### src/rtl/vga_pixel_fetch.sv
// Pixel prefetcher for the VGA timing generator: pulls one frame of RGB words
// from an in-order memory port into a small FIFO and hands one pixel per active cycle.
module vga_pixel_fetch #(
  parameter int          H_VISIBLE       = 1024,
  parameter int          V_VISIBLE       = 768,
  parameter int          ADDR_W          = 20,
  parameter logic [ADDR_W-1:0] FB_BASE   = '0,
  parameter int          FIFO_DEPTH      = 16,
  parameter logic [23:0] UNDERFLOW_COLOR = 24'hFF00FF,
  localparam int         LVL_W           = $clog2(FIFO_DEPTH) + 1
) (
  input  logic              clk,
  input  logic              rst_n,
  input  logic              screenend,
  input  logic              active,
  output logic [23:0]       color_out,
  output logic              mem_req,
  output logic [ADDR_W-1:0] mem_addr,
  input  logic              mem_ready,
  input  logic              mem_rvalid,
  input  logic [23:0]       mem_rdata,
  output logic              underflow,
  output logic [LVL_W-1:0]  fifo_level,
  output logic [1:0]        dbg_state
);

  localparam int TOTAL  = H_VISIBLE * V_VISIBLE;
  localparam int PTR_W  = $clog2(FIFO_DEPTH);
  localparam int PIX_W  = $clog2(TOTAL + 1);
  localparam int DISC_W = LVL_W + 2;
  localparam logic [LVL_W:0]   DEPTH_L  = (LVL_W+1)'(FIFO_DEPTH);
  localparam logic [PIX_W-1:0] LAST_PIX = PIX_W'(TOTAL - 1);

  typedef enum logic [1:0] {
    S_IDLE  = 2'd0,
    S_FETCH = 2'd1,
    S_DONE  = 2'd2
  } state_t;

  state_t             state;
  logic [23:0]        fifo_mem [FIFO_DEPTH];
  logic [PTR_W-1:0]   rd_ptr;
  logic [PTR_W-1:0]   wr_ptr;
  logic [LVL_W-1:0]   outstanding;
  logic [DISC_W-1:0]  discard;
  logic [PIX_W-1:0]   pix_cnt;

  logic               accept;
  logic               ret_live;
  logic               do_push;
  logic               do_pop;
  logic [LVL_W:0]     committed;
  logic [DISC_W-1:0]  stale;
  logic [DISC_W-1:0]  stale_next;

  assign dbg_state = state;
  assign committed = {1'b0, fifo_level} + {1'b0, outstanding};
  // Reserve FIFO space for every read in flight so returns can never overflow.
  assign mem_req   = (state == S_FETCH) && (committed < DEPTH_L);
  assign accept    = mem_req && mem_ready;
  assign ret_live  = mem_rvalid && (discard == '0);
  assign do_push   = ret_live && !screenend;
  assign do_pop    = active && !screenend && (state != S_IDLE) && (fifo_level != '0);

  // Reads still owed by memory from before a flush; their data must be dropped.
  assign stale      = discard + DISC_W'(outstanding) + DISC_W'(accept);
  assign stale_next = (mem_rvalid && (stale != '0)) ? stale - 1'b1 : stale;

  always_ff @(posedge clk) begin
    if (do_push) fifo_mem[wr_ptr] <= mem_rdata;
  end

  always_ff @(posedge clk or negedge rst_n) begin
    if (!rst_n) begin
      state       <= S_IDLE;
      rd_ptr      <= '0;
      wr_ptr      <= '0;
      fifo_level  <= '0;
      outstanding <= '0;
      discard     <= '0;
      pix_cnt     <= '0;
      mem_addr    <= FB_BASE;
      color_out   <= '0;
      underflow   <= 1'b0;
    end else if (screenend) begin
      state       <= S_FETCH;
      rd_ptr      <= '0;
      wr_ptr      <= '0;
      fifo_level  <= '0;
      outstanding <= '0;
      discard     <= stale_next;
      pix_cnt     <= '0;
      mem_addr    <= FB_BASE;
      color_out   <= '0;
    end else begin
      if (active && (state != S_IDLE)) begin
        if (fifo_level != '0) begin
          color_out <= fifo_mem[rd_ptr];
        end else begin
          color_out <= UNDERFLOW_COLOR;
          underflow <= 1'b1;
        end
      end else begin
        color_out <= '0;
      end

      if (do_push) wr_ptr <= wr_ptr + 1'b1;
      if (do_pop)  rd_ptr <= rd_ptr + 1'b1;

      case ({do_push, do_pop})
        2'b10:   fifo_level <= fifo_level + 1'b1;
        2'b01:   fifo_level <= fifo_level - 1'b1;
        default: fifo_level <= fifo_level;
      endcase

      if (accept && !ret_live)      outstanding <= outstanding + 1'b1;
      else if (!accept && ret_live) outstanding <= outstanding - 1'b1;

      if (mem_rvalid && (discard != '0)) discard <= discard - 1'b1;

      if (accept) begin
        mem_addr <= mem_addr + 1'b1;
        pix_cnt  <= pix_cnt + 1'b1;
        if (pix_cnt == LAST_PIX) state <= S_DONE;
      end
    end
  end

endmodule

### config.mk
export PLATFORM = sky130hd
export DESIGN_NAME = vga_pixel_fetch
export DESIGN_NICKNAME = d
export VERILOG_FILES = /design/src/rtl/vga_pixel_fetch.sv
export SDC_FILE = /design/constraint.sdc
export NUM_CORES = 1
export LEC_CHECK = 0
export ABC_CLOCK_PERIOD_IN_PS = 14200
export CORE_ASPECT_RATIO = 2
export CORE_MARGIN = 2
export CORE_UTILIZATION = 35
export CTS_CLUSTER_SIZE = 24
export DETAILED_ROUTE_END_ITERATION = 8
export SLEW_MARGIN = 20
export SYNTH_ARGS = -nofsm -noshare
export SYNTH_HDL_FRONTEND = slang
export SYNTH_SLANG_ARGS = --single-unit
### constraint.sdc
create_clock -name clk -period 14.2 [get_ports clk]
set_clock_uncertainty 0.1 [all_clocks]
set_input_delay 2.84 -clock clk [delete_from_list [all_inputs] [get_ports clk]]
set_output_delay 2.84 -clock clk [all_outputs]
set_load 0.01 [all_outputs]
======== Word-level counts from Yosys, hierarchy flattened ========
Memories as Yosys holds them, arrays and structs flattened.
Cells that the tools add are included.
storage, ports and cells
  bits in registers ....................... 92
  bits in latches ......................... 0
  bits in writable memories ............... 384
  memory bits (read-only) ................. 0
  input bits .............................. 30
  output and inout bits ................... 53
  word-level logic and storage cells ...... 84
  memories kept ........................... 1
memory list
  memory    depth  width  rd ports  clocked after memory_dff  wr ports  RTL line  RTL
  fifo_mem  16     24     1         0                         1         41        logic [23:0] fifo_mem [FIFO_DEPTH];
operators by class
  add/sub/neg operators ................... 13
  multiply operators ...................... 0
  divide/modulo/power cells ............... 0
  $lt $le $gt $ge ......................... 1
  equal/unequal tests ..................... 4
  shift-type cells ........................ 0
  muxes and demuxes ....................... 24
  bitwise operators ....................... 2
  reduce and logical (&&, ||, !) cells .... 29
operator list
  cell                                                         number
  2-to-1 mux 20 bit                                            4
  2-to-1 mux 24 bit                                            3
  adder 20 x 1 -> 20 bit (second input constant)               2
  2-to-1 mux 7 bit                                             3
  == test 20 bit (second input constant)                       1
  2-to-1 mux 5 bit                                             4
  2-to-1 mux 4 bit                                             4
  nonzero test 7 bit                                           2
  subtractor 7 x 1 -> 7 bit (second input constant)            2
  logical AND 1 bit                                            12
  nonzero test 2 bit                                           6
  adder 5 x 1 -> 5 bit (second input constant)                 2
  one-hot mux 5 bit (2 select lines)                           1
  subtractor 5 x 1 -> 5 bit (second input constant)            2
  adder 4 x 1 -> 4 bit (second input constant)                 2
  adder 7 x 1 -> 7 bit                                         1
  adder 7 x 5 -> 7 bit                                         1
  zero test 7 bit                                              1
  adder 5 x 5 -> 6 bit                                         1
  less-than comparator 6 x 5 -> 1 bit (second input constant)  1
  2-to-1 mux 2 bit                                             3
  nonzero test 3 bit                                           2
  nonzero test 5 bit                                           1
  == test 2 x 1 -> 1 bit (second input constant)               2
  6 further kinds                                              10

======== Logic depth before layout (Yosys ltp) ========
Gate-level depths: netlist of the first run.
  word-level depth ........................ 9
  depth in mapped cells ................... 15
  depth with buffers taken out ............ 13

======== Worst setup path after synthesis of the first run ========
Ideal clock, no wire load.
  path type ............................... input to register
  from .................................... input port mem_rvalid
  to ...................................... memory fifo_mem[3][0], enable pin
  arrival time ............................ 6.191 ns
  path slack .............................. 7.443 ns
  stages .................................. 5
  path buffers ............................ 2
  cell sequence ........................... clkbuf_1 -> nand2_1 -> or4_1 -> clkbuf_1 -> nor4_1
on the way
  longest elaborated chain between the ends .. 4
RTL lines
  what                                    RTL line  RTL
  start: declaration                      20        input logic mem_rvalid,
  logical AND 1 bit                       61        assign ret_live = mem_rvalid && (discard == '0);
  logical AND 1 bit                       62        assign do_push = ret_live && !screenend;
  2-to-1 mux 1 bit                        70        if (do_push) fifo_mem[wr_ptr] <= mem_rdata;
  2-to-1 mux 1 bit (not written as such)  70
  end: declaration                        41
No other way between the ends.

======== Worst setup path after layout of the first run ========
  from .................................... input port mem_ready
  to ...................................... register discard[5]
on the way
  longest elaborated chain between the ends .. 6
  elaborated cells between the ends (all ways) .. 7
  those cells by class .................... add/sub (2); mux (2); reduce/logical (3)
RTL lines
  what                                                               RTL line  RTL
  start: declaration                                                 19        input logic mem_ready,
  logical AND 1 bit *                                                60        assign accept = mem_req && mem_ready;
  adder 7 x 1 -> 7 bit *                                             66        assign stale = discard + DISC_W'(outstanding) + DISC_W'(accept);
  branches (longest 2 deep; another with subtractor 7 x 1 -> 7 bit)  -
  2-to-1 mux 7 bit *                                                 67        assign stale_next = (mem_rvalid && (stale != '0)) ? stale - 1'b1 : stale;
  2-to-1 mux 7 bit *                                                 85        end else if (screenend) begin
  end signal: assignment                                             91        discard <= stale_next;
  end signal: assignment                                             119       if (mem_rvalid && (discard != '0)) discard <= discard - 1'b1;
  end: declaration                                                   45        logic [DISC_W-1:0] discard;
Every way passes the cells marked *.
A chain may end at the register's enable or synchronous reset.

==> summary by stage, run 1 <==
STA
Setup violations remaining at the end of the flow were counted as 0. Of the available clock period, the critical path in the final layout requires 0.445. The count of final max-slew check failures is 0.

The highest attainable clock frequency is 158 MHz. The worst pin sits at a relative slew slack of 0.361. The total negative slack for setup checks is 0 ns.

Setup repair after global routing left no endpoint under its margin. The final hold violation count was 0. The worst-margin pin slew is 0.946 ns.

The smallest clock period supported by the final layout is computed as 6.32 ns.

Status
The flow ran to the end, and the final reports show no timing, DRC or antenna violations.

Drt
The number of antenna-violating nets in the routed design is 0. For this run, the detailed router's first-pass iteration total came to 5. The met3 wirelength from detailed routing is 1.94 mm.

The number of design-rule violations left by the first detailed-router iteration is 791. The total length of routed met2 wires is 24.2 mm. For this block, wires on met1 add up to 16.9 mm.

Wires add up to 44.5 mm. The mean routed wirelength per cell is 22.6 um. The detailed-route via count is 10,158. In the routed design, unresolved DRC markers number 0. The detailed-route vias per instance is 5.16. The top metal layer carrying routed signals is met5.

Clock tree
The longest clock path from root to sink contains 3 buffers. Once the clock tree was built, the resizer swapped 0 gates to a different size. The number of setup buffers added after CTS is 0. The root buffer cell chosen for the clock tree is sky130_fd_sc_hd__clkbuf_16. The H-tree was split into 2 levels. The CTS sink count is 476. The CTS tree is done. Buffers inserted during clock tree synthesis total 42. The later pin in the worst-skew pair is clocked with a latency of 0.59 ns. The clock-pin slew on the worst setup and hold paths is 0.07 ns.

After clock tree synthesis, the flow added hold-fix buffers numbering 0.

Layout
Summing all flip-flop and latch instances after layout gives 13,800 um^2. The multi-input combinational cells in the finished layout cover a total of 5450 um^2. The count of nets after finishing is 1,251. In the final layout, the share of cells above drive strength 1 is 0.186. After filler insertion, the fill cell instance count of the layout stands at 4,967. The number of standard cells in the layout, taps in and fillers out is 1,970.

0 antenna diodes ended up in the layout. The finished cells cover 22,700 um^2. The area overhead of the layout relative to synthesis is 16.1%.

Power
Power spread over the standard cell area amounts to 134 nW/um^2. The total design power is 3030 uW. In this run the static leakage power is 0.00747 uW. VDD sags by at most 0.0862 mV.

Hold path
The worst hold-check path type is register to register.

Place
The global placer's final weighted congestion is 0.790. The cell count after placement is 1,894. The count of input and output buffers is 82. In this run the cell area measured after placement is 21,300 um^2. The wire-length estimate of the detail-placed layout is 25.6 mm.

Synthesis
For this run, the number of Yosys warnings is 0. In this run, synthesis inferred 384 flip-flops with an integrated enable. The combined area of all synthesized cells is 19,500 um^2. The synthesis-stage register bit count is 476. The most used flip-flop cell after synthesis is sky130_fd_sc_hd__edfxtp_1. When the netlist entered floorplanning its net count stood at 1,154. Synthesis produced a netlist whose cell count is 1,097. The share of flip-flops with an asynchronous set or reset after synthesis is 0.193. The share of the Yosys chip area taken by registers is 0.708.

The number of different library cells used by synthesis comes to 53. Dividing the synthesized area by the synthesized cell count gives 17.8 um^2.

Global routing
After global routing the overflow that remains totals 0. The number of global-route vias before repair is 10,934. For this run, the total global-route usage over all layers was measured as 0.157. The number of antenna violations at the first check in global routing is 2. The first global-routing pass estimated 68.0 mm of wire.

The largest net degree at the start of global routing is 72.

Die
The die covers 57,800 um^2. Measured along the x axis, the die boundary spans 171 um. For this configuration, the core starts out at a cell density of 0.354. Row generation in the floorplan step produced 122 rows.

Pin placement for this block handled 83 I/O pins. The total area inside the core boundary comes to 55,300 um^2. The die is 338 um tall.

Setup path
The critical path in this run is classified as primary input to register. STA classifies the critical path startpoint as a primary input. The peak fanout along the critical path is 23.

At the worst endpoint, the arrival time is 6.70 ns. For the worst setup path, the data required time is 14.58 ns. The kind of end point of the critical path is a register.

Flow run
The tool flagged a number of max-cap violations equal to 0.
## placed cells by master, fill, tap and decap left out, types with 3 or more instances in the layout
cell,synthesis,layout
sky130_fd_sc_hd__o211ai_1,3,3
sky130_fd_sc_hd__xor2_1,22,22
sky130_fd_sc_hd__xnor2_1,30,30
sky130_fd_sc_hd__nor2b_1,6,6
sky130_fd_sc_hd__nand4_1,9,9
sky130_fd_sc_hd__fa_1,4,4
sky130_fd_sc_hd__clkinvlp_4,0,3
sky130_fd_sc_hd__bufinv_16,0,4
sky130_fd_sc_hd__mux2_2,5,5
sky130_fd_sc_hd__a21o_1,12,12
sky130_fd_sc_hd__o21ai_0,13,13
sky130_fd_sc_hd__nand3_1,23,23
sky130_fd_sc_hd__clkinv_4,0,3
sky130_fd_sc_hd__a21oi_1,17,17
sky130_fd_sc_hd__and4_1,7,7
sky130_fd_sc_hd__inv_1,12,12
sky130_fd_sc_hd__or4_1,7,7
sky130_fd_sc_hd__ha_1,23,23
sky130_fd_sc_hd__or3_1,3,3
sky130_fd_sc_hd__dfrtp_1,92,89
sky130_fd_sc_hd__nor3b_1,3,3
sky130_fd_sc_hd__nor3_1,18,16
sky130_fd_sc_hd__clkdlybuf4s50_1,0,80
sky130_fd_sc_hd__clkbuf_1,39,8
sky130_fd_sc_hd__mux4_2,120,120
sky130_fd_sc_hd__buf_4,0,27
sky130_fd_sc_hd__and2_1,16,16
sky130_fd_sc_hd__clkinv_1,1,5
sky130_fd_sc_hd__and3_1,16,16
sky130_fd_sc_hd__nand2_1,47,47
sky130_fd_sc_hd__nor2_1,99,98
sky130_fd_sc_hd__mux2i_1,4,4
sky130_fd_sc_hd__edfxtp_1,384,384
sky130_fd_sc_hd__a31oi_1,3,3
sky130_fd_sc_hd__clkbuf_16,0,42
sky130_fd_sc_hd__clkinv_2,0,5
sky130_fd_sc_hd__nor4_1,15,14
## flip-flops by register name, indices dropped and copies added, names as in the netlist
name	cells
color_out	24
rd_ptr	4
outstanding	5
underflow	1
fifo_mem	384
discard	7
dbg_state	2
wr_ptr	4
fifo_level	5
mem_addr	20
pix_cnt	20
## power breakdown
part | internal (uW) | switching, uW | leakage, uW
Clock | 640 | 529 | 0.000674
Sequential | 1530 | 33.7 | 0.00468
Combinational | 122 | 177 | 0.00211
Total | 2290 | 740 | 0.00747
## Yosys cell counts, types with 2 or more instances
master	count	area, um^2
sky130_fd_sc_hd__nor4b_1	2	17.5
sky130_fd_sc_hd__xnor2_1	30	263
sky130_fd_sc_hd__ha_1	23	288
sky130_fd_sc_hd__edfxtp_1	384	11500
sky130_fd_sc_hd__a22o_1	2	17.5
sky130_fd_sc_hd__nand3_1	23	115
sky130_fd_sc_hd__and3_1	16	100
sky130_fd_sc_hd__o211ai_1	3	22.5
sky130_fd_sc_hd__fa_1	4	80.1
sky130_fd_sc_hd__dfrtp_1	92	2300
sky130_fd_sc_hd__o21ai_0	13	65.1
sky130_fd_sc_hd__and2_1	16	100
sky130_fd_sc_hd__nand4_1	9	56.3
sky130_fd_sc_hd__or4_1	7	52.6
sky130_fd_sc_hd__nand3b_1	2	15.0
sky130_fd_sc_hd__inv_1	12	45.0
sky130_fd_sc_hd__o311ai_0	2	17.5
sky130_fd_sc_hd__clkbuf_1	39	146
sky130_fd_sc_hd__mux4_2	120	2700
sky130_fd_sc_hd__and4_1	7	61.3
sky130_fd_sc_hd__buf_2	6	30.0
sky130_fd_sc_hd__a211oi_1	2	15.0
sky130_fd_sc_hd__xor2_1	22	193
sky130_fd_sc_hd__o31ai_1	2	15.0
sky130_fd_sc_hd__mux2i_1	4	40.0
sky130_fd_sc_hd__nor4_1	15	93.8
sky130_fd_sc_hd__or3_1	3	18.8
sky130_fd_sc_hd__o2bb2ai_1	2	17.5
sky130_fd_sc_hd__a21o_1	12	90.1
sky130_fd_sc_hd__a22oi_1	2	15.0
sky130_fd_sc_hd__nor2_1	99	372
sky130_fd_sc_hd__nor3b_1	3	22.5
sky130_fd_sc_hd__a31oi_1	3	18.8
sky130_fd_sc_hd__nor2b_1	6	37.5
sky130_fd_sc_hd__mux2_2	5	56.3
sky130_fd_sc_hd__nand2_1	47	176
sky130_fd_sc_hd__nor3_1	18	90.1
sky130_fd_sc_hd__buf_1	9	33.8
sky130_fd_sc_hd__a21oi_1	17	85.1
## metal layers
| metal | vias to the layer above | track usage |
|---|---|---|
| met5 | - | 0 |
| met4 | 4 | 0.0581 |
| met3 | 92 | 0.0238 |
| met2 | 246 | 0.289 |
| met1 | 5321 | 0.182 |
| li1 | 4495 | - |
## worst max-delay path, stage by stage
cell,delay [ns]
sky130_fd_sc_hd__clkdlybuf4s50_1,0.51
sky130_fd_sc_hd__and3_1,0.61
sky130_fd_sc_hd__inv_2,0.37
sky130_fd_sc_hd__fa_1,0.51
sky130_fd_sc_hd__fa_1,0.43
sky130_fd_sc_hd__xor2_1,0.34
sky130_fd_sc_hd__nand4_1,0.19
sky130_fd_sc_hd__or3_1,0.41
sky130_fd_sc_hd__or3_1,0.35
sky130_fd_sc_hd__a22oi_1,0.15
## area by class of cell
cell class | instances | share of cell area
clock inverters | 24 | 0.0129
repair buffers | 108 | 0.0444
inverters | 14 | 0.00232
multi-input cells | 552 | 0.240
well taps | 744 | 0.0410
flip-flops and latches | 476 | 0.610
clock buffers | 52 | 0.0489
## metrics by stage
step,util,hold WS [ns],setup slack [ns]
floorplan,-,0.393,7.44
global placement,0.385,0.341,7.28
detailed placement,0.385,0.344,7.27
CTS,0.411,0.360,7.88
global route,0.411,0.376,7.66
finish,0.411,0.354,7.88
## cell families (layout without fill, tap and decap cells)
kind of cell,after synthesis,after routing,share of synthesized area
flops,476,476,0.708
compound gates,68,68,0.0230
fa+ha+maj,27,27,0.0188
mux,129,129,0.143
buf+inv,69,198,0.0140
xor+xnor,53,53,0.0241
simple gates,275,275,0.0687
## path summary, 6_finish.rpt
path,slack [ns],from,to,cells past startpoint
max in group asynchronous,10.68,rst_n,color_out[7]$_DFF_PN0_,2
setup / recovery,7.88,mem_ready,discard[5]$_DFFE_PN0P_,10
hold / removal,0.35,underflow$_DFFE_PN0P_,underflow$_DFFE_PN0P_,1
setup reg to reg,9.42,fifo_level[2]$_DFFE_PN0P_,discard[5]$_DFFE_PN0P_,12
min in group asynchronous,2.21,rst_n,color_out[2]$_DFF_PN0_,1
hold reg to reg,0.35,underflow$_DFFE_PN0P_,underflow$_DFFE_PN0P_,1
Power figures use the tool's default switching activity.
==> run 2: changes to the inputs <==
Settings changed: ABC_CLOCK_PERIOD_IN_PS 14200 to 6300.
Clock period 14.2 ns to 6.3 ns, I/O delays scaled along.
==> run 2 against run 1 <==
Worst setup slack got worse by 6.1 ns. Largest power group unchanged. Sequential share of layout area hardly changed. Largest cell class unchanged. First-iteration DRC count is 10% lower. Via count increased by 1.3%. Design area is essentially flat. Critical endpoint unchanged.
==> summary by stage, run 2 (synthesized netlist as in run 1, its figures left out) <==
Clock tree
The CTS tree is done (unchanged). The root cell of the clock tree is sky130_fd_sc_hd__clkbuf_16 (unchanged). The hold buffer count at CTS was 0 (unchanged). The clock buffer count from CTS is 42 (unchanged). The clock-pin slew on the worst setup and hold paths is 0.07 ns (about the same). The clock latency of the later-clocked register in the worst-skew pair is 0.57 ns (was 0.59 ns).

The number of setup buffers added after CTS was 0 (unchanged). The level count of the clock H-tree is 2 (unchanged). The number of buffers on the longest clock path came to 3 (unchanged).

The CTS sink count is 476 (unchanged). The count of instances resized after the clock tree is built came to 0 (unchanged).

Die
The number of top-level design ports is 83 (unchanged). The die height is 338 um (unchanged). The total number of placement rows is 122 (unchanged). The initial core utilization is 0.354 (unchanged). The die outline width came to 171 um (unchanged). The area inside the core boundary is 55,300 um^2 (unchanged). The floorplan die area is 57,800 um^2 (unchanged).

Setup path
The master of the slowest instance on the critical path was sky130_fd_sc_hd__and3_1 (unchanged). The biggest cell delay along the critical path is 0.64 ns (was 0.61 ns). The kind of start point of the critical path is a register (was primary input). The kind of cell adding the most delay to the critical path is simple AND/OR/NAND/NOR gates (unchanged).

The startpoint of the most critical register-to-register path is fifo_level[2]$_DFFE_PN0P_ (unchanged). The instance count on the critical path was 12 (was 10). The required arrival time at the worst endpoint is 6.67 ns (was 14.58 ns). The capturing element of the worst setup path is discard[5]$_DFFE_PN0P_ (unchanged).

The critical register-to-register path endpoint is discard[5]$_DFFE_PN0P_ (unchanged). Cells traversed along the worst timing path: ha_1 -> and4_1 -> o21ai_2 -> and3_1 -> inv_2 -> fa_1 -> fa_1 -> xor2_1 -> nand4_1 -> or3_1 -> or3_1 -> a22oi_1 (was clkdlybuf4s50_1 -> and3_1 -> inv_2 -> fa_1 -> fa_1 -> xor2_1 -> nand4_1 -> or3_1 -> or3_1 -> a22oi_1). The kind of end point of the critical path was a register (unchanged).

The start-to-end type of the worst setup path is register to register (was primary input to register). The peak fanout along the critical path is 15 (was 23). The data arrival time at the worst-slack endpoint is 4.85 ns (was 6.70 ns). The count of buffer and inverter cells on the critical path was 1 (was 2). The worst reg2reg path depth is 12 (unchanged).

The setup slack on the worst flop-to-flop path is 1.83 ns (was 9.42 ns). The launching element of the worst setup path is fifo_level[2]$_DFFE_PN0P_ (was mem_ready).

Layout
Largest registers: fifo_mem x384, color_out x24 (unchanged). The largest register by flop count is fifo_mem (unchanged). The area overhead of the layout relative to synthesis is 16.2% (was 16.1%).

The diode insertion count for antenna repair came to 0 (unchanged). The flip-flop count of the largest register after layout is 384 (unchanged). The number of standard cells in the layout, taps in and fillers out is 1,970 (unchanged). The fraction of layout instances using a drive strength above 1 came to 0.186 (unchanged). The count of nets after finishing is 1,250 (was 1,251). The most frequent standard cell in the layout excluding fill and tap cells is sky130_fd_sc_hd__edfxtp_1 (unchanged).

Commonest non-fill, non-tap cells in the layout: sky130_fd_sc_hd__edfxtp_1, sky130_fd_sc_hd__mux4_2, sky130_fd_sc_hd__nor2_1 (unchanged).

STA
The worst-margin pin slew was 0.988 ns (was 0.946 ns). The share of the cycle needed by the critical path after routing is 0.710. The routed design could run at a clock period as short as 4.47 ns. Setup repair after global routing missed its margin: false (unchanged). Static timing analysis puts the maximum clock frequency at 224 MHz.

The final hold violation count is 0 (unchanged). The total negative slack for setup checks is 0 ns (unchanged). The final setup violation count came to 0 (unchanged). The count of final max-slew check failures came to 0 (unchanged). The worst slew margin relative to its limit is 0.341 (was 0.361). The final setup slack of the worst path came to 1.83 ns (was 7.88 ns).

The tightest hold margin is 0.365 ns (was 0.354 ns).

Flow run
The number of maximum-capacitance violations is 0 (unchanged).

Drt
The number of detailed-routing iterations run before antenna repair is 7 (was 5). The number of design-rule violations left by the first detailed-router iteration is 708 (was 791). The detailed-route vias per instance is 5.22 (was 5.16). The mean routed wirelength per cell was 23.2 um (was 22.6 um).

The total length of routed wires is 45.7 mm (was 44.5 mm). The number of antenna-violating nets in the routed design is 0 (unchanged). The post-detailed-route DRC marker count is 0 (unchanged). The detailed-route via count is 10,290 (was 10,158).

Global routing
The combined global-route utilization of all metal layers is 0.161 (was 0.157). The total global routing overflow is 0 (unchanged). The global-route wire length before repair is 69.0 mm (was 68.0 mm). The number of global-route vias before repair came to 11,101 (was 10,934). The largest net degree at the start of global routing came to 68 (was 72).

The number of antenna violations at the first check in global routing came to 3 (was 2).

Power
The worst IR drop on VDD was 0.178 mV (was 0.0862 mV). The static leakage power is 0.00748 uW (was 0.00747 uW). The total design power is 6870 uW (was 3030 uW). The cell area power density was 303 nW/um^2 (was 134 nW/um^2).

Place
The global placer's final weighted congestion was 0.787 (was 0.790). The placed wire-length estimate is 25.9 mm (was 25.6 mm). The worst-case setup slack after placement is 1.28 ns (was 7.27 ns). The count of input and output buffers came to 82 (unchanged). The cell count after placement is 1,893 (was 1,894).

Status
Run status: completed (unchanged).

Hold path
The worst hold-check path type is register to register (unchanged).
==> run 2: changes by cell type in the layout (fill, tap and decap cells not counted), sizes merged <==
cell / previous run / this run
clkinv: 15 / 13
inv: 16 / 17
bufinv: 4 / 5
buf: 28 / 27
clkinvlp: 3 / 2
clkbuf: 52 / 54
==> run 2: area by class of cell <==
| class | instances | area (um^2) |
|---|---|---|
| fill | 4973 | 32600 |
| sequential | 476 | 13800 |
| multi-input combinational | 552 | 5460 |
| clock buffer | 54 | 1140 |
| timing repair buffer | 107 | 1010 |
| tap | 744 | 931 |
| clock inverter | 23 | 268 |
| inverter | 14 | 52.6 |
==> run 2: per-stage QoR <==
step | util | area [um^2]
2_1_floorplan | - | 19500
3_3_place_gp | 0.385 | 21300
3_5_place_dp | 0.385 | 21300
4_1_cts | 0.411 | 22700
5_1_grt | 0.411 | 22700
6_report | 0.411 | 22700
==> run 2: report_power, final <==
group	total, uW	leakage, uW	switching [uW]	internal (uW)
registers	3520	0.00468	71.5	3440
clock network	2670	0.000687	1170	1500
logic	684	0.00211	406	278
total	6870	0.00748	1650	5220
==> run 2: worst min path at each step <==
stage | start | to | slack [ns] | cells after the start
6_report | underflow$_DFFE_PN0P_ | underflow$_DFFE_PN0P_ | 0.36 | 1
5_1_grt | underflow$_DFFE_PN0P_ | underflow$_DFFE_PN0P_ | 0.39 | 1
4_1_cts | underflow$_DFFE_PN0P_ | underflow$_DFFE_PN0P_ | 0.38 | 1
3_5_place_dp | underflow$_DFFE_PN0P_ | underflow$_DFFE_PN0P_ | 0.36 | 1
3_3_place_gp | underflow$_DFFE_PN0P_ | underflow$_DFFE_PN0P_ | 0.34 | 1
2_1_floorplan | underflow$_DFFE_PN0P_ | underflow$_DFFE_PN0P_ | 0.39 | 1
==> run 2: per-layer routing <==
layer / wire (um) / vias up / part of all wire / global-route usage
met5: 44 / - / 0.00096 / 0
met2: 25200 / 252 / 0.55 / 0.300
li1: - / 4492 / - / -
met4: 1330 / 6 / 0.029 / 0.0574
met1: 17200 / 5460 / 0.38 / 0.185
met3: 1950 / 80 / 0.043 / 0.0226
==> run 3: changes to the inputs <==
Settings changed: ABC_CLOCK_PERIOD_IN_PS 6300 to 4500.
Clock period 6.3 ns to 4.5 ns, I/O delays scaled along.
==> run 3 against run 2 <==
Routed wire length down 2.4%. Hold slack worse by 0.031 ns. Flip-flop and latch count unchanged. Via count down 0.91%. Combinational power up 44%. Utilization up 0.17 points. Critical path depth unchanged. First-iteration DRC count up 30%. Sequential share of layout area down 0.24 points. Non-clock buffer count up 15. Design area up 0.41%. Power up 38%. Critical endpoint unchanged. Largest power group unchanged.
==> summary by stage, run 3 (synthesized netlist as in run 1, its figures left out) <==
Global routing
The total global routing overflow is 0 (unchanged). The largest net degree at the start of global routing is 57 (was 68). The number of antenna violations at the first check in global routing is 3 (unchanged). The number of global-route vias before repair was 10,922 (was 11,101). The global-route wire length before repair is 67.5 mm (was 69.0 mm). The combined global-route utilization of all metal layers is 0.157 (was 0.161).

Drt
The post-detailed-route DRC marker count is 0 (unchanged). The number of detailed-routing iterations run before antenna repair is 5 (was 7). The total length of routed wires is 44.6 mm (was 45.7 mm). The detailed-route vias per instance is 5.14 (was 5.22). The detailed-route via count is 10,196 (was 10,290).

The number of antenna-violating nets in the routed design came to 0 (unchanged). The number of design-rule violations left by the first detailed-router iteration is 917 (was 708). The mean routed wirelength per cell is 22.5 um (was 23.2 um).

Clock tree
The clock buffer count from CTS was 42 (unchanged). The count of instances resized after the clock tree is built is 0 (unchanged). The clock latency of the later-clocked register in the worst-skew pair came to 0.56 ns (was 0.57 ns). The CTS tree is done (unchanged). The number of setup buffers added after CTS is 0 (unchanged).

The hold buffer count at CTS is 0 (unchanged). The root cell of the clock tree is sky130_fd_sc_hd__clkbuf_16 (unchanged). The number of buffers on the longest clock path came to 3 (unchanged). The CTS sink count came to 476 (unchanged). The clock-pin slew on the worst setup and hold paths is 0.07 ns (about the same). The level count of the clock H-tree is 2 (unchanged).

Place
The instance area after placement is 21,500 um^2 (was 21,300 um^2). The placed wire-length estimate is 26.8 mm (was 25.9 mm). The global placer's final weighted congestion is 0.803 (was 0.787). The count of input and output buffers is 82 (unchanged).

Power
The cell area power density is 417 nW/um^2 (was 303 nW/um^2). The total design power was 9500 uW (was 6870 uW). The worst IR drop on VDD was 0.225 mV (was 0.178 mV). The static leakage power was 0.00752 uW (was 0.00748 uW).

Layout
The fraction of layout instances using a drive strength above 1 is 0.193 (was 0.186). The most frequent standard cell in the layout excluding fill and tap cells is sky130_fd_sc_hd__edfxtp_1 (unchanged). The largest register by flop count is fifo_mem (unchanged). Commonest non-fill, non-tap cells in the layout: sky130_fd_sc_hd__edfxtp_1, sky130_fd_sc_hd__mux4_2, sky130_fd_sc_hd__nor2_1 (unchanged). The count of nets after finishing is 1,265 (was 1,250).

The flip-flop count of the largest register after layout came to 384 (unchanged). The diode insertion count for antenna repair is 0 (unchanged). Largest registers: fifo_mem x384, color_out x24 (unchanged).

The filler cell count in the final layout is 4,942 (was 4,973). The area overhead of the layout relative to synthesis was 16.7% (was 16.2%). The area of all placed cells without fillers came to 22,800 um^2 (was 22,700 um^2). The utilization of the core after routing is 0.413 (was 0.411).

Die
The die height is 338 um (unchanged). The floorplan die area is 57,800 um^2 (unchanged). The initial core utilization is 0.354 (unchanged). The number of top-level design ports is 83 (unchanged). The die outline width is 171 um (unchanged).

The area inside the core boundary came to 55,300 um^2 (unchanged). The total number of placement rows is 122 (unchanged).

STA
The highest attainable clock frequency is 255 MHz (was 224 MHz). Setup repair after global routing missed its margin: false (unchanged). The total negative slack for setup checks is 0 ns (unchanged). The final critical path time including I/O delays and setup is 3.93 ns (was 4.47 ns).

The final setup violation count came to 0 (unchanged). The worst slew margin relative to its limit is 0.437 (was 0.341). The worst-margin pin slew is 0.845 ns (was 0.988 ns). The final hold violation count came to 0 (unchanged). The count of final max-slew check failures came to 0 (unchanged). The tightest hold margin was 0.334 ns (was 0.365 ns). The share of the cycle needed by the critical path after routing was 0.872 (was 0.710).

Setup path
The kind of end point of the critical path was a register (unchanged). The required arrival time at the worst endpoint was 4.88 ns (was 6.67 ns). The kind of start point of the critical path is a register (unchanged).

The setup slack on the worst flop-to-flop path came to 0.57 ns (was 1.83 ns). The start-to-end type of the worst setup path is register to register (unchanged). The data arrival time at the worst-slack endpoint came to 4.30 ns (was 4.85 ns). The worst reg2reg path depth is 12 (unchanged). The peak fanout along the critical path is 7 (was 15).

Flow run
The number of maximum-capacitance violations is 0 (unchanged).

Hold path
The worst hold-check path type is primary input to asynchronous set/reset pin (was register to register).

Status
Run status: completed (unchanged).
run 3: cell types whose count changed in the layout (fill, tap and decap cells not counted), sizes merged:
cell	before	now
clkbuf	54	57
inv	17	15
clkinv	13	11
buf	27	42
bufinv	5	3
clkinvlp	2	4
run 3: worst max-delay path: stages, from the launching register on:
cell and delay, ns:
sky130_fd_sc_hd__dfrtp_1 0.48, sky130_fd_sc_hd__ha_1 0.32, sky130_fd_sc_hd__and4_1 0.19, sky130_fd_sc_hd__o21ai_2 0.18, sky130_fd_sc_hd__and3_1 0.22, sky130_fd_sc_hd__inv_2 0.07, sky130_fd_sc_hd__fa_1 0.39, sky130_fd_sc_hd__fa_1 0.41
sky130_fd_sc_hd__xor2_1 0.35, sky130_fd_sc_hd__nand4_1 0.20, sky130_fd_sc_hd__or3_1 0.42, sky130_fd_sc_hd__or3_1 0.36, sky130_fd_sc_hd__a22oi_1 0.15
run 3: final timing paths:
kind,start,endpoint
worst max-delay path,fifo_level[1]$_DFFE_PN0P_,discard[5]$_DFFE_PN0P_
worst min-delay path,rst_n,mem_addr[15]$_DFFE_PN0P_
worst max register to register,fifo_level[1]$_DFFE_PN0P_,discard[5]$_DFFE_PN0P_
worst min register to register,underflow$_DFFE_PN0P_,underflow$_DFFE_PN0P_
max in group asynchronous,rst_n,rd_ptr[2]$_DFFE_PN0P_
min in group clk,underflow$_DFFE_PN0P_,underflow$_DFFE_PN0P_
run 3: through the flow:
| step | std cells | worst slack, ns |
|---|---|---|
| 2_1_floorplan | 1097 | 0.356 |
| 3_3_place_gp | 1908 | 0.439 |
| 3_5_place_dp | 1908 | 0.381 |
| 4_1_cts | 1984 | 0.592 |
| 5_1_grt | 1984 | 0.340 |
| 6_report | 1984 | 0.575 |
run 3: power by group:
part	leakage, uW	switching, uW	internal [uW]	total (uW)
clock	0.000647	1600	1990	3590
sequential	0.00468	103	4820	4930
combinational	0.00220	589	396	985
total	0.00752	2290	7210	9500
run 3: cell type report:
type                    instances  area (um^2)  share of cell area
clock buffers                  57         1160              0.0508
multi-input cells             552         5460               0.240
well taps                     744          931              0.0408
repair buffers                122         1160              0.0510
inverters                      14         52.6             0.00231
clock inverters                19          185             0.00812
flip-flops and latches        476        13800               0.607
run 3: routing by layer:
layer | wire length [um] | up-vias | global-route usage
met2 | 25400 | 225 | 0.300
met1 | 16100 | 5361 | 0.171
met3 | 1670 | 83 | 0.0241
met5 | 36 | - | 0
li1 | - | 4521 | -
met4 | 1390 | 6 | 0.0565
